===== src/rtl/btzk_i2c_pkg.sv =====
// ---------------------------------------------------------------------------
// btzk_i2c_pkg
// Shared definitions for the btzk_i2c register sequencer:
//   - sequencer state encoding (IDLE, ISSUE, WAIT1, WAIT2, DRAIN, RESP)
//   - register access direction constants RW_WRITE / RW_READ
//   - byte width constant
//   - in_cmd(): true while a command is being run on the bus
// ---------------------------------------------------------------------------
package btzk_i2c_pkg;

  localparam int BYTE_W = 8;

  localparam logic RW_WRITE = 1'b0;
  localparam logic RW_READ  = 1'b1;

  typedef enum logic [2:0] {
    IDLE  = 3'd0,
    ISSUE = 3'd1,
    WAIT1 = 3'd2,
    WAIT2 = 3'd3,
    DRAIN = 3'd4,
    RESP  = 3'd5
  } seq_state_t;

  // States in which the master is owned by a command (errors and timeout tracked)
  function automatic logic in_cmd(input seq_state_t st);
    return (st == ISSUE) || (st == WAIT1) || (st == WAIT2) || (st == DRAIN);
  endfunction

endpackage


===== src/rtl/btzk_i2c_seq_wdog.sv =====
// ---------------------------------------------------------------------------
// btzk_i2c_seq_wdog
// Per-command timeout counter for btzk_i2c_seq (only instantiated when
// BTZK_I2C_SEQ_TIMEOUT_EN is defined).
// Ports:
//   clk, rst  clock and asynchronous active-high reset
//   clr       clears the count (command accepted)
//   run       count enable (command in progress)
//   expire    high while running with the count at TIMEOUT_CYCLES-1
// ---------------------------------------------------------------------------
module btzk_i2c_seq_wdog
  import btzk_i2c_pkg::*;
#(
  parameter int TIMEOUT_CYCLES = 2000000,
  parameter int TMO_W          = 21
) (
  input  logic clk,
  input  logic rst,
  input  logic clr,
  input  logic run,
  output logic expire
);

  localparam logic [TMO_W-1:0] CNT_LAST = TMO_W'(TIMEOUT_CYCLES - 1);
  localparam logic [TMO_W-1:0] CNT_ZERO = {TMO_W{1'b0}};
  localparam logic [TMO_W-1:0] CNT_ONE  = {{(TMO_W-1){1'b0}}, 1'b1};

  logic [TMO_W-1:0] cnt_r;

  // Expiry lands on the clock edge TIMEOUT_CYCLES after the accept edge
  assign expire = run & (cnt_r == CNT_LAST);

  // Cycle counter: cleared on accept, counts while running, freezes otherwise
  always_ff @(posedge clk or posedge rst) begin
    if (rst) begin
      cnt_r <= CNT_ZERO;
    end else if (clr) begin
      cnt_r <= CNT_ZERO;
    end else if (run & ~expire) begin
      cnt_r <= cnt_r + CNT_ONE;
    end else begin
      cnt_r <= cnt_r;
    end
  end

endmodule


===== src/rtl/btzk_i2c_seq.sv =====
// ---------------------------------------------------------------------------
// btzk_i2c_seq
// Register-level transaction sequencer in front of the btzk_i2c byte master.
// One register write (dev, reg, data) or register read (dev, reg -> data) per
// command handshake; drives the master's ena/addr/rw/data_wr/busy protocol
// and returns read data plus a sticky error flag per command.
//
// Optional feature: define BTZK_I2C_SEQ_TIMEOUT_EN to abort a command that
// has not completed within TIMEOUT_CYCLES clocks.
//
// Ports:
//   btzk_i2c_seq_clk / btzk_i2c_seq_reset  clock, async active-high reset
//   cmd_valid/cmd_ready                     command handshake
//   cmd_dev_addr[7] cmd_rw cmd_reg_addr[8] cmd_wdata[8]  command fields
//   rsp_valid/rsp_ready                     response handshake
//   rsp_rdata[8] rsp_err                    read byte (0 for writes), error
//   mst_ena mst_addr[7] mst_rw mst_data_wr[8]           to byte master
//   mst_busy mst_data_rd[8] mst_ack_err                 from byte master
// ---------------------------------------------------------------------------
module btzk_i2c_seq
  import btzk_i2c_pkg::*;
#(
  parameter int TIMEOUT_CYCLES = 2000000,
  parameter int TMO_W          = 21
) (
  input  logic              btzk_i2c_seq_clk,
  input  logic              btzk_i2c_seq_reset,
  input  logic              cmd_valid,
  output logic              cmd_ready,
  input  logic [6:0]        cmd_dev_addr,
  input  logic              cmd_rw,
  input  logic [BYTE_W-1:0] cmd_reg_addr,
  input  logic [BYTE_W-1:0] cmd_wdata,
  output logic              rsp_valid,
  input  logic              rsp_ready,
  output logic [BYTE_W-1:0] rsp_rdata,
  output logic              rsp_err,
  output logic              mst_ena,
  output logic [6:0]        mst_addr,
  output logic              mst_rw,
  output logic [BYTE_W-1:0] mst_data_wr,
  input  logic              mst_busy,
  input  logic [BYTE_W-1:0] mst_data_rd,
  input  logic              mst_ack_err
);

  // Counter width must cover the timeout value
  if (2**TMO_W <= TIMEOUT_CYCLES) begin : g_tmo_cfg_bad
    $error("btzk_i2c_seq: TMO_W too narrow for TIMEOUT_CYCLES");
  end

  seq_state_t        state_r, state_s;
  logic              busy_q_r;
  logic              cmd_rw_r, cmd_rw_s;
  logic [BYTE_W-1:0] cmd_wdata_r, cmd_wdata_s;
  logic              err_acc_r, err_acc_s;
  logic              cmd_ready_r, cmd_ready_s;
  logic              rsp_valid_r, rsp_valid_s;
  logic [BYTE_W-1:0] rsp_rdata_r, rsp_rdata_s;
  logic              rsp_err_r, rsp_err_s;
  logic              mst_ena_r, mst_ena_s;
  logic [6:0]        mst_addr_r, mst_addr_s;
  logic              mst_rw_r, mst_rw_s;
  logic [BYTE_W-1:0] mst_data_wr_r, mst_data_wr_s;

  logic accept_s, busy_rise_s, busy_fall_s, run_s, expire_s;

  assign accept_s    = cmd_valid & cmd_ready_r;
  assign busy_rise_s = mst_busy & ~busy_q_r;
  assign busy_fall_s = ~mst_busy & busy_q_r;
  assign run_s       = in_cmd(state_r);

`ifdef BTZK_I2C_SEQ_TIMEOUT_EN
  btzk_i2c_seq_wdog #(
    .TIMEOUT_CYCLES (TIMEOUT_CYCLES),
    .TMO_W          (TMO_W)
  ) u_wdog (
    .clk    (btzk_i2c_seq_clk),
    .rst    (btzk_i2c_seq_reset),
    .clr    (accept_s),
    .run    (run_s),
    .expire (expire_s)
  );
`else
  assign expire_s = 1'b0;
`endif

  // Next-state and next-output logic; every output is registered below
  always_comb begin
    state_s       = state_r;
    cmd_rw_s      = cmd_rw_r;
    cmd_wdata_s   = cmd_wdata_r;
    err_acc_s     = err_acc_r | (run_s & mst_ack_err);
    rsp_valid_s   = rsp_valid_r;
    rsp_rdata_s   = rsp_rdata_r;
    rsp_err_s     = rsp_err_r;
    mst_ena_s     = mst_ena_r;
    mst_addr_s    = mst_addr_r;
    mst_rw_s      = mst_rw_r;
    mst_data_wr_s = mst_data_wr_r;

    case (state_r)
      IDLE: begin
        if (accept_s) begin
          state_s       = ISSUE;
          cmd_rw_s      = cmd_rw;
          cmd_wdata_s   = cmd_wdata;
          err_acc_s     = 1'b0;
          mst_ena_s     = 1'b1;
          mst_addr_s    = cmd_dev_addr;
          mst_rw_s      = RW_WRITE;
          mst_data_wr_s = cmd_reg_addr;
        end else begin
          state_s = IDLE;
        end
      end
      // The first busy rise is the register-address byte being taken; queue
      // the second byte (write data, or a read which forces a repeated start).
      // A rise already visible in ISSUE is honoured so it is never missed.
      ISSUE, WAIT1: begin
        if (busy_rise_s) begin
          state_s = WAIT2;
          if (cmd_rw_r == RW_READ) begin
            mst_rw_s = RW_READ;
          end else begin
            mst_data_wr_s = cmd_wdata_r;
          end
        end else begin
          state_s = WAIT1;
        end
      end
      // Second byte taken: drop ena so the master stops after it
      WAIT2: begin
        if (busy_rise_s) begin
          state_s   = DRAIN;
          mst_ena_s = 1'b0;
        end else begin
          state_s = WAIT2;
        end
      end
      DRAIN: begin
        if (busy_fall_s) begin
          state_s     = RESP;
          rsp_valid_s = 1'b1;
          rsp_rdata_s = (cmd_rw_r == RW_READ) ? mst_data_rd : 8'h00;
          rsp_err_s   = err_acc_r | mst_ack_err;
        end else begin
          state_s = DRAIN;
        end
      end
      RESP: begin
        if (rsp_ready) begin
          state_s     = IDLE;
          rsp_valid_s = 1'b0;
        end else begin
          state_s = RESP;
        end
      end
      default: begin
        state_s     = IDLE;
        mst_ena_s   = 1'b0;
        rsp_valid_s = 1'b0;
      end
    endcase

    // Timeout overrides any bus progress in the same cycle
    if (expire_s) begin
      state_s     = RESP;
      mst_ena_s   = 1'b0;
      rsp_valid_s = 1'b1;
      rsp_err_s   = 1'b1;
      rsp_rdata_s = 8'h00;
    end else begin
      state_s = state_s;
    end

    cmd_ready_s = (state_s == IDLE);
  end

  // State, busy history and all registered outputs
  always_ff @(posedge btzk_i2c_seq_clk or posedge btzk_i2c_seq_reset) begin
    if (btzk_i2c_seq_reset) begin
      state_r       <= IDLE;
      busy_q_r      <= 1'b0;
      cmd_rw_r      <= 1'b0;
      cmd_wdata_r   <= 8'h00;
      err_acc_r     <= 1'b0;
      cmd_ready_r   <= 1'b0;
      rsp_valid_r   <= 1'b0;
      rsp_rdata_r   <= 8'h00;
      rsp_err_r     <= 1'b0;
      mst_ena_r     <= 1'b0;
      mst_addr_r    <= 7'h00;
      mst_rw_r      <= 1'b0;
      mst_data_wr_r <= 8'h00;
    end else begin
      state_r       <= state_s;
      busy_q_r      <= mst_busy;
      cmd_rw_r      <= cmd_rw_s;
      cmd_wdata_r   <= cmd_wdata_s;
      err_acc_r     <= err_acc_s;
      cmd_ready_r   <= cmd_ready_s;
      rsp_valid_r   <= rsp_valid_s;
      rsp_rdata_r   <= rsp_rdata_s;
      rsp_err_r     <= rsp_err_s;
      mst_ena_r     <= mst_ena_s;
      mst_addr_r    <= mst_addr_s;
      mst_rw_r      <= mst_rw_s;
      mst_data_wr_r <= mst_data_wr_s;
    end
  end

  assign cmd_ready   = cmd_ready_r;
  assign rsp_valid   = rsp_valid_r;
  assign rsp_rdata   = rsp_rdata_r;
  assign rsp_err     = rsp_err_r;
  assign mst_ena     = mst_ena_r;
  assign mst_addr    = mst_addr_r;
  assign mst_rw      = mst_rw_r;
  assign mst_data_wr = mst_data_wr_r;

endmodule

===== config.mk =====
export PLATFORM = sky130hd
export DESIGN_NAME = btzk_i2c_seq
export DESIGN_NICKNAME = d
export VERILOG_FILES = /design/src/rtl/btzk_i2c_pkg.sv /design/src/rtl/btzk_i2c_seq_wdog.sv /design/src/rtl/btzk_i2c_seq.sv
export SDC_FILE = /design/constraint.sdc
export NUM_CORES = 1
export LEC_CHECK = 0
export BUFFER_PORTS_ARGS = -buffer_cell sky130_fd_sc_hd__buf_2
export CELL_PAD_IN_SITES_DETAIL_PLACEMENT = 0
export CELL_PAD_IN_SITES_GLOBAL_PLACEMENT = 2
export CORE_UTILIZATION = 33
export DETAILED_ROUTE_END_ITERATION = 8
export PLACE_DENSITY_LB_ADDON = 0.1
export SKIP_LAST_GASP = 1
export SLEW_MARGIN = 20
export SYNTH_ARGS = -nofsm -noshare
export SYNTH_HDL_FRONTEND = slang
export SYNTH_SLANG_ARGS = --single-unit

===== constraint.sdc =====
create_clock -name btzk_i2c_seq_clk -period 2.9 [get_ports btzk_i2c_seq_clk]
set_input_delay 0.58 -clock btzk_i2c_seq_clk [delete_from_list [all_inputs] [get_ports btzk_i2c_seq_clk]]
set_output_delay 0.58 -clock btzk_i2c_seq_clk [all_outputs]
set_load 0.03 [all_outputs]

==> results of run 1 <==
## flip-flops by register name, summed over array words and instances, names as in the netlist, 3 cells and up
signal	count
cmd_wdata_r	8
state_r	3
rsp_rdata	8
mst_data_wr	8
mst_addr	7
## where the power goes
group          internal (W)  switching (W)
clock network      0.000253       0.000201
logic              0.000479       0.000817
registers          0.000841       0.000224
## worst max-delay path by stage
stage / startpoint / endpoint / slack (ps) / depth (start not counted)
3_3_place_gp: cmd_valid / cmd_rw_r / 750 / 5
2_1_floorplan: cmd_valid / cmd_wdata_r[0] / 1320 / 5
6_report: state_r[1] / mst_data_wr[1] / 950 / 3
3_5_place_dp: cmd_valid / cmd_wdata_r[7] / 690 / 5
4_1_cts: state_r[1] / mst_data_wr[3] / 980 / 3
5_1_grt: state_r[1] / mst_data_wr[7] / 790 / 3
## per-stage QoR
step | utilization | setup slack, ps | power, W
finish | 0.4389 | 948.1 | 0.002815
global route | 0.4389 | 789.0 | 0.003016
CTS | 0.4389 | 976.6 | 0.002847
detailed placement | 0.4198 | 694.1 | 0.002378
global placement | 0.4198 | 748.4 | 0.002337
floorplan | - | 1318 | 0.002003
## cell families (layout without fill, tap and decap cells)
group                  Yosys count  count (layout)
multiplexers                    25              25
XOR/XNOR                         2               2
buffers and inverters           25              91
AO/OA/AOI/OAI                   41              41
flip-flops                      42              42
AND/OR/NAND/NOR                 39              39
## metal layers
metal	wire, um	global-route usage	vias up
met5	0	0	-
met4	46	0.05536	0
met3	268	0.04000	5
met2	2559	0.2880	52
met1	2109	0.2046	771
li1	-	-	750
## final cells by class
type                            instances  share of cell area
Sequential cell                        42              0.4219
Multi-Input combinational cell        107              0.3330
Timing Repair Buffer                   70              0.1457
Tap cell                               72             0.03616
Clock buffer                            5             0.02762
Inverter                               13             0.01959
Clock inverter                          3             0.01607
## placed cells by master, fill, tap and decap left out, drive strengths merged, types with 2 or more instances in the layout
master,count
a21oi,4
a221oi,8
a2bb2oi,2
a31oi,8
and2,2
buf,70
clkbuf,5
clkinv,3
dfrtp,42
inv,12
mux2,16
mux2i,9
nand2,15
nand3,8
nor2,5
nor3,3
nor4b,3
o21ai,13
## cell usage after synthesis (2+ instances only)
| master | instances | area share |
|---|---|---|
| nand2_1 | 15 | 0.028 |
| a21oi_1 | 4 | 0.010 |
| mux2_2 | 6 | 0.034 |
| nor3_1 | 2 | 0.0050 |
| nand3_1 | 8 | 0.020 |
| a31oi_1 | 8 | 0.025 |
| nor2_1 | 5 | 0.0094 |
| dfrtp_1 | 42 | 0.53 |
| o21ai_0 | 13 | 0.033 |
| buf_2 | 3 | 0.0075 |
| clkbuf_1 | 6 | 0.011 |
| and2_1 | 2 | 0.0063 |
| inv_1 | 13 | 0.024 |
| mux2_4 | 10 | 0.075 |
| mux2i_1 | 9 | 0.045 |
| a2bb2oi_1 | 2 | 0.0088 |
| buf_6 | 2 | 0.011 |
| a221oi_1 | 8 | 0.035 |
## critical path, delay by kind of cell, from the launching register on
kind	cells	cell delay, ps
DFF	1	690
AOI/OAI and AO/OA	2	480
xor gates and xnor gates	1	650
==> summary.md, run 1 <==
| Metric | Value |
|---|---|
| Number of synthesized flops with an enable pin | 0 |
| TritonCTS Buffers | 5 |
| Compound-Gate Fraction of Synth Area | 0.1370 |
| Vias per cell | 5.058 |
| WL/cell | 15.97 um |
| Peak VDD IR | 421.0 uV |
| Hold_buf cts | 0 |
| Fillers | 560 |
| Worst slew pin tran | between 900 and 1000 ps |
| Final Hold Fails | 0 |
| Simple-Gate Fraction of Synth Area | 0.1089 |
| Reg2Reg Setup Slack | 950 ps |
| Crit path cell chain | xor2_2 > a22o_2 > a31oi_1 |
| Grt ovf | 0 |
| Reg clk slew, reported paths | roughly 80 ps |
| Post-synth cell types | 34 |
| Drt drc | 0 |
| Port Buffer Count | 65 |
| Routability cong. | 0.7669 |
| Later-pin clock latency in the skew report | 290 ps |
| FP Rows | 27 |
| Synth Area in XOR/XNOR | 0.01252 |
| Slew Viols, Final | 0 |
| Hpwl dp | around 3500 um |
| # diodes | 0 |
| Synthesis-to-layout area growth | 24.59% |
| Largest fanout of any net on the critical path | 17 |
| Max-Cap Viols | 0 |
| CP Data Required Time | 3060 ps |
| Root Driver | clkbuf_8 |
| Critical Path AT | 2120 ps |
| Synthesized Nets | 212 |
| Die area | around 6400 sq um |
| Total Routed Length | 4984 um |
| Slowest CP cell | dfrtp_1 |
| WHS | 355.1 ps |
| Tot GR Track Use | 0.1675 |
| Routed Antenna Nets | 0 |
| Mapped Area | between 1500 and 2000 sq um |
| # H-tree levels | 2 |
| Largest family of logic cells by synthesized area | multiplexers |
| Area of the multi-input gates | 829.5 sq um |
| Worst Setup Path Type | reg2reg |
| Tcrit/Tclk final | 0.6731 |
| Setup Skew | 8.549 ps |
| Power density over the cells | between 1000 and 1500 nW/um^2 |
| RR Endpoint | mst_data_wr[1] |
| TritonCTS clock tree | yes |
| Post-Synth Adder-Cell Area | 0 |
| CP startpoint kind | flip-flop |
| Synthesis Warnings | 0 |
| Static Leak | roughly 1.2 nW |
| Syn Area/Cell | 11.49 sq um |
| Layout cells sized above 1 | 0.4167 |
| Max incr delay on CP | 690 ps |
| Post-synth ARST share | 1.000 |
| Final nets | around 280 |
| Worst R2R Path Depth | 3 |
| DP Area | 2382 sq um |
| Setup_tns | 0 ps |
| Post-synthesis sequential area ratio | 0.5257 |
| Postcts setup bufs | 0 |
| Detailed Route Iter0 Violations | 120 |
| Initial Util | 0.3523 |
| Hold Path Class | in2async |
| Vias | ~1600 |
| Initial antenna violation count | 0 |
| # setup viols final | 0 |
| Minimum clock period | around 2000 ps |
| Fmax | 512.3 MHz |
| Number of global-route vias before repair | 1601 |
| CTS resizes | 0 |
| Height of the chip | 79.84 um |
| Longest Clk Path Bufs | 2 |
| Main flop type after synthesis | dfrtp_1 |
| R2R Path Start | state_r[1] |
| CP Capture Type | flip-flop |
| Largest net degree at the start of global routing | 26 |
| I/O Pins | 66 |
| Post-Syn Instances | 174 |
| First-pass GRT wire length | 8038 um |
| Slew headroom | 0.3927 |
| Placed Instances | 304 |
| Mux cell area share after synthesis | 0.1539 |
| Final std cell area, no fill | 2491 sq um |
| DRT Pass-1 Iters | 4 |
| Post-Layout Cell Count | 312 |
| Number of synthesized register bits | 42 |
| Clk sinks | 42 |
| RSZ-0062 raised after global routing | false |
| Status | completed |
| Core box area | 5675 sq um |
| Die width | 79.84 um |
| Register area | 1051 sq um |
Note: power is estimated with default switching activity, not from simulation.
==> inputs of run 2 (changes only) <==
--- a/config.mk
+++ b/config.mk
@@ -8,7 +8,7 @@
 export BUFFER_PORTS_ARGS = -buffer_cell sky130_fd_sc_hd__buf_2
 export CELL_PAD_IN_SITES_DETAIL_PLACEMENT = 0
 export CELL_PAD_IN_SITES_GLOBAL_PLACEMENT = 2
-export CORE_UTILIZATION = 33
+export CORE_UTILIZATION = 31
 export DETAILED_ROUTE_END_ITERATION = 8
 export PLACE_DENSITY_LB_ADDON = 0.1
 export SKIP_LAST_GASP = 1
==> constraint.sdc (replaced) <==
create_clock -name btzk_i2c_seq_clk -period 1.94 [get_ports btzk_i2c_seq_clk]
set_input_delay 0.388 -clock btzk_i2c_seq_clk [delete_from_list [all_inputs] [get_ports btzk_i2c_seq_clk]]
set_output_delay 0.388 -clock btzk_i2c_seq_clk [all_outputs]
set_load 0.03 [all_outputs]
==> summary.md, run 2 (synthesis results as in run 1) <==
| Metric | Value |
|---|---|
| Status | completed |
| Placed Instances | roughly 320 |
| WHS | roughly 150 ps |
| Reg2Reg Setup Slack | 330 ps |
| Detailed Route Iter0 Violations | 62 |
| Tcrit/Tclk final | 0.8298 |
| TritonCTS Buffers | 5 |
| Post-Place Setup Slack | 351.5 ps |
| Synthesis-to-layout area growth | 28.60% |
| Slew Viols, Final | 0 |
| DP Area | 2459 sq um |
| Longest Clk Path Bufs | 2 |
| Die width | 82.31 um |
| Hold Path Class | in2async |
| Register area | 1051 sq um |
| Number of global-route vias before repair | 1610 |
| Worst R2R Path Depth | 4 |
| Hold_buf cts | 0 |
| Postcts setup bufs | 0 |
| # setup viols final | 0 |
| CP startpoint kind | flip-flop |
| Final nets | 285 |
| CP Capture Type | flip-flop |
| Port Buffer Count | 65 |
| RR Endpoint | mst_addr[6] |
| Height of the chip | 82.31 um |
| Critical Path AT | 1790 ps |
| Core box area | 6061 sq um |
| RSZ-0062 raised after global routing | false |
| Clk sinks | 42 |
| Initial Util | 0.3299 |
| Drt drc | 0 |
| # H-tree levels | 2 |
| Setup_tns | 0 ps |
| # diodes | 0 |
| Root Driver | clkbuf_8 |
| DRT Pass-1 Iters | 4 |
| Largest fanout of any net on the critical path | 16 |
| First-pass GRT wire length | 7879 um |
| Slew headroom | 0.4467 |
| Vias per cell | 4.854 |
| Most frequent cells in the layout | 65 x buf_2, 42 x dfrtp_1, 15 x nand2_1 |
| Peak VDD IR | between 600 and 700 uV |
| Fillers | 597 |
| Worst setup startpoint | state_r[0] |
| Vias | 1563 |
| Area of the multi-input gates | 829.5 sq um |
| Reg clk slew, reported paths | 80 ps |
| Fin worst setup slack | 330.2 ps |
| Routability cong. | just under 0.8 |
| Setup Skew | 9.634 ps |
| Die area | 6775 sq um |
| WL/cell | 14.91 um |
| Grt ovf | 0 |
| Later-pin clock latency in the skew report | 290 ps |
| Commonest non-fill, non-tap cell in the layout | buf_2 |
| TritonCTS clock tree | yes |
| Routed Antenna Nets | 0 |
| Final std cell area, no fill | 2571 sq um |
| Static Leak | 1.196 nW |
| Power density over the cells | about 1700 nW/um^2 |
| CTS resizes | 0 |
| Largest net degree at the start of global routing | 23 |
| CP Data Required Time | about 2100 ps |
| R2R Path Start | state_r[0] |
| I/O Pins | 66 |
| FP Rows | 28 |
| Initial antenna violation count | 0 |
| Worst slew pin tran | 824.9 ps |
| Final Hold Fails | 0 |
| Worst Setup Path Type | reg2reg |
| Post-Layout Cell Count | 322 |
| Total Routed Length | 4800 um |
| Tot GR Track Use | 0.1586 |
| Hpwl dp | 3524 um |
| Minimum clock period | 1610 ps |
| Max-Cap Viols | 0 |
| Layout cells sized above 1 | 0.4332 |
| Fmax | 621.2 MHz |
run 2: how the worst max path moves through the flow:
stage,to,cells past startpoint
6_report,mst_addr[6],4
4_1_cts,mst_addr[6],4
2_1_floorplan,cmd_wdata_r[0],5
3_5_place_dp,mst_addr[6],4
3_3_place_gp,cmd_wdata_r[3],4
5_1_grt,cmd_rw_r,4
run 2: final cells by class:
| type | instances | share of cell area |
|---|---|---|
| sequential | 42 | 0.4088 |
| multi-input combinational | 107 | 0.3226 |
| timing repair buffer | 78 | 0.1693 |
| tap | 75 | 0.03650 |
| clock buffer | 6 | 0.03212 |
| inverter | 13 | 0.01898 |
| clock inverter | 1 | 0.01168 |
run 2: stage by stage:
stage | total power, W | util
after CTS | 0.004386 | 0.4242
after floorplan | 0.002994 | -
after global placement | 0.003603 | 0.4057
after detailed placement | 0.003660 | 0.4057
final | 0.004324 | 0.4242
after global routing | 0.004651 | 0.4242
run 2: critical path, stage by stage (launching register included):
cell     delay, ps
dfrtp_1        480
nor3_2         220
and2_1         150
buf_4          280
mux2_2         370
run 2: power breakdown:
part,leakage [nW],switching [W],internal (W),total [W]
logic,0.659,0.00129,0.000819,0.00211
registers,0.479,0.000247,0.00126,0.00151
clock network,0.0573,0.000294,0.000412,0.000706
total,1.20,0.00183,0.00249,0.00432
run 2: metal layers:
layer | global-route usage | share of wire | vias up
li1 | - | - | 765
met3 | 0.04396 | 0.069 | 4
met1 | 0.1914 | 0.43 | 736
met2 | 0.2736 | 0.49 | 58
met5 | 0 | 0 | -
met4 | 0.04737 | 0.0088 | 0
==> inputs of run 3 (changes only) <==
--- a/config.mk
+++ b/config.mk
@@ -8,7 +8,7 @@
 export BUFFER_PORTS_ARGS = -buffer_cell sky130_fd_sc_hd__buf_2
 export CELL_PAD_IN_SITES_DETAIL_PLACEMENT = 0
 export CELL_PAD_IN_SITES_GLOBAL_PLACEMENT = 2
-export CORE_UTILIZATION = 31
+export CORE_UTILIZATION = 28
 export DETAILED_ROUTE_END_ITERATION = 8
 export PLACE_DENSITY_LB_ADDON = 0.1
 export SKIP_LAST_GASP = 1
==> constraint.sdc (replaced) <==
create_clock -name btzk_i2c_seq_clk -period 1.45 [get_ports btzk_i2c_seq_clk]
set_input_delay 0.29 -clock btzk_i2c_seq_clk [delete_from_list [all_inputs] [get_ports btzk_i2c_seq_clk]]
set_output_delay 0.29 -clock btzk_i2c_seq_clk [all_outputs]
set_load 0.03 [all_outputs]
==> summary.md, run 3 (synthesis results as in run 1) <==
| Metric | Value |
|---|---|
| Total power | slightly below 0.006 W |
| Vias per cell | 4.690 |
| Hold_sp | mst_busy |
| Max-Cap Viols | 0 |
| Postcts setup bufs | 0 |
| Reg clk slew, reported paths | around 90 ps |
| TritonCTS clock tree | yes |
| Height of the chip | just under 90 um |
| DP Area | 2575 sq um |
| # H-tree levels | 2 |
| Final Hold Fails | 0 |
| Largest fanout of any net on the critical path | 6 |
| DRT Pass-1 Iters | 4 |
| Worst slew pin tran | 341.2 ps |
| Grt met2 use | 0.2201 |
| Setup_tns | 0 ps |
| Static Leak | 1.259 nW |
| Tot GR Track Use | 0.1466 |
| FP Rows | 30 |
| Final std cell area, no fill | 2720 sq um |
| Most frequent cells in the layout | 65 x buf_2, 40 x dfrtp_1, 20 x buf_4 |
| Grt ovf | 0 |
| Setup Skew | 9.628 ps |
| R2R Path Start | state_r[2] |
| Fillers | 715 |
| Largest net degree at the start of global routing | 27 |
| CP Data Required Time | 1630 ps |
| Die width | roughly 87 um |
| Total Routed Length | 5068 um |
| WHS | 163.0 ps |
| Layer carrying the most global-route usage | met2 |
| Longest Clk Path Bufs | 2 |
| Slew headroom | 0.7726 |
| Worst setup startpoint | state_r[2] |
| Fmax | 697.2 MHz |
| Later-pin clock latency in the skew report | 300 ps |
| Routed Antenna Nets | 0 |
| Root Driver | clkbuf_8 |
| Die area | 7483 sq um |
| Clk sinks | between 40 and 50 |
| Post-Place Setup Slack | -23.57 ps |
| Critical Path AT | 1620 ps |
| Met3 Use GR | 0.03429 |
| Number of global-route vias before repair | 1657 |
| Layout cells sized above 1 | 0.4749 |
| Final nets | 296 |
| # diodes | 0 |
| RSZ-0062 raised after global routing | true |
| Power density over the cells | 2183 nW/um^2 |
| Tcrit/Tclk final | 0.9891 |
| Slew Viols, Final | 0 |
| Minimum clock period | 1434 ps |
| Core box area | 6832 sq um |
| Routing usage on met1 | 0.2092 |
| Initial Util | 0.2927 |
| Status | completed |
| Hold Path Class | in2reg |
| CP startpoint kind | flip-flop |
| I/O Pins | 66 |
| Initial antenna violation count | 0 |
| First-pass GRT wire length | 8307 um |
| Routability cong. | 0.7356 |
| Port Buffer Count | 65 |
| Hpwl dp | approximately 3700 um |
| CP Capture Type | flip-flop |
| Vias | 1665 |
| Worst Setup Path Type | reg2reg |
| WL/cell | around 14 um |
| Detailed Route Iter0 Violations | 74 |
| # setup viols final | 0 |
| Fin worst setup slack | between 15 and 20 ps |
| Commonest non-fill, non-tap cell in the layout | buf_2 |
| Synthesis-to-layout area growth | 36.05% |
| TritonCTS Buffers | 5 |
| Drt drc | 0 |
| Peak VDD IR | 782.6 uV |
[run 3: cell types whose count changed in the layout (fill, tap and decap cells not counted), sizes merged]
| cell | delta |
|---|---|
| inv | +1 |
| dlygate4sd3 | +1 |
| buf | +10 |
| bufinv | -1 |
| clkinvlp | +1 |
[run 3: report_power, final]
| group | total, W | switching, W | leakage [nW] | internal [W] |
|---|---|---|---|---|
| Sequential | 0.00200 | 0.000314 | 0.477 | 0.00169 |
| Clock | 0.000807 | 0.000424 | 0.0472 | 0.000383 |
| Combinational | 0.00313 | 0.00185 | 0.735 | 0.00128 |
| Total | 0.00594 | 0.00259 | 1.26 | 0.00335 |
[run 3: routing by layer]
layer	routed length, um	vias up
met3	226	4
met1	2493	822
met5	0	-
met2	2312	50
li1	-	789
met4	36	0
[run 3: layout make-up]
| type | instances | area [sq um] | area share |
|---|---|---|---|
| Sequential cell | 42 | 1054 | 0.3873 |
| Tap cell | 96 | 120.1 | 0.04416 |
| Multi-Input combinational cell | 107 | 865.8 | 0.3183 |
| Timing Repair Buffer | 89 | 536.8 | 0.1973 |
| Clock inverter | 2 | 12.51 | 0.004600 |
| Inverter | 13 | 48.80 | 0.01794 |
| Clock buffer | 6 | 82.58 | 0.03036 |
[run 3: final timing paths]
| path | end | slack [ps] | cells past startpoint |
|---|---|---|---|
| max | mst_addr[2] | 20 | 4 |
| min | busy_q_r | 160 | 1 |
| max reg2reg | mst_addr[2] | 20 | 4 |
| min reg2reg | rsp_rdata[1] | 510 | 2 |
| max in group asynchronous | state_r[0] | 570 | 4 |
| min in group asynchronous | rsp_rdata[4] | 540 | 4 |
[run 3: worst max-delay path, stage by stage (launching register included)]
cell and delay [ps]:
dfrtp_1 420, nor3_2 220, and2_4 200, buf_4 170
mux2_4 310
[run 3: through the flow]
step / instances / util
after detailed placement: 346 / 0.3769
after global routing: 355 / 0.3982
after CTS: 355 / 0.3927
final: 355 / 0.3982
after global placement: 346 / 0.3769
after floorplan: 174 / -
[run 3: timing repair]
| item | 4_1_cts | 5_1_grt |
|---|---|---|
| hold buffers | 1 | 0 |
| pin swaps | 0 | 2 |
| endpoints found under the hold margin | 13 | 0 |
| endpoints found under the setup margin | 12 | 19 |
| gates resized for setup | 1 | 5 |
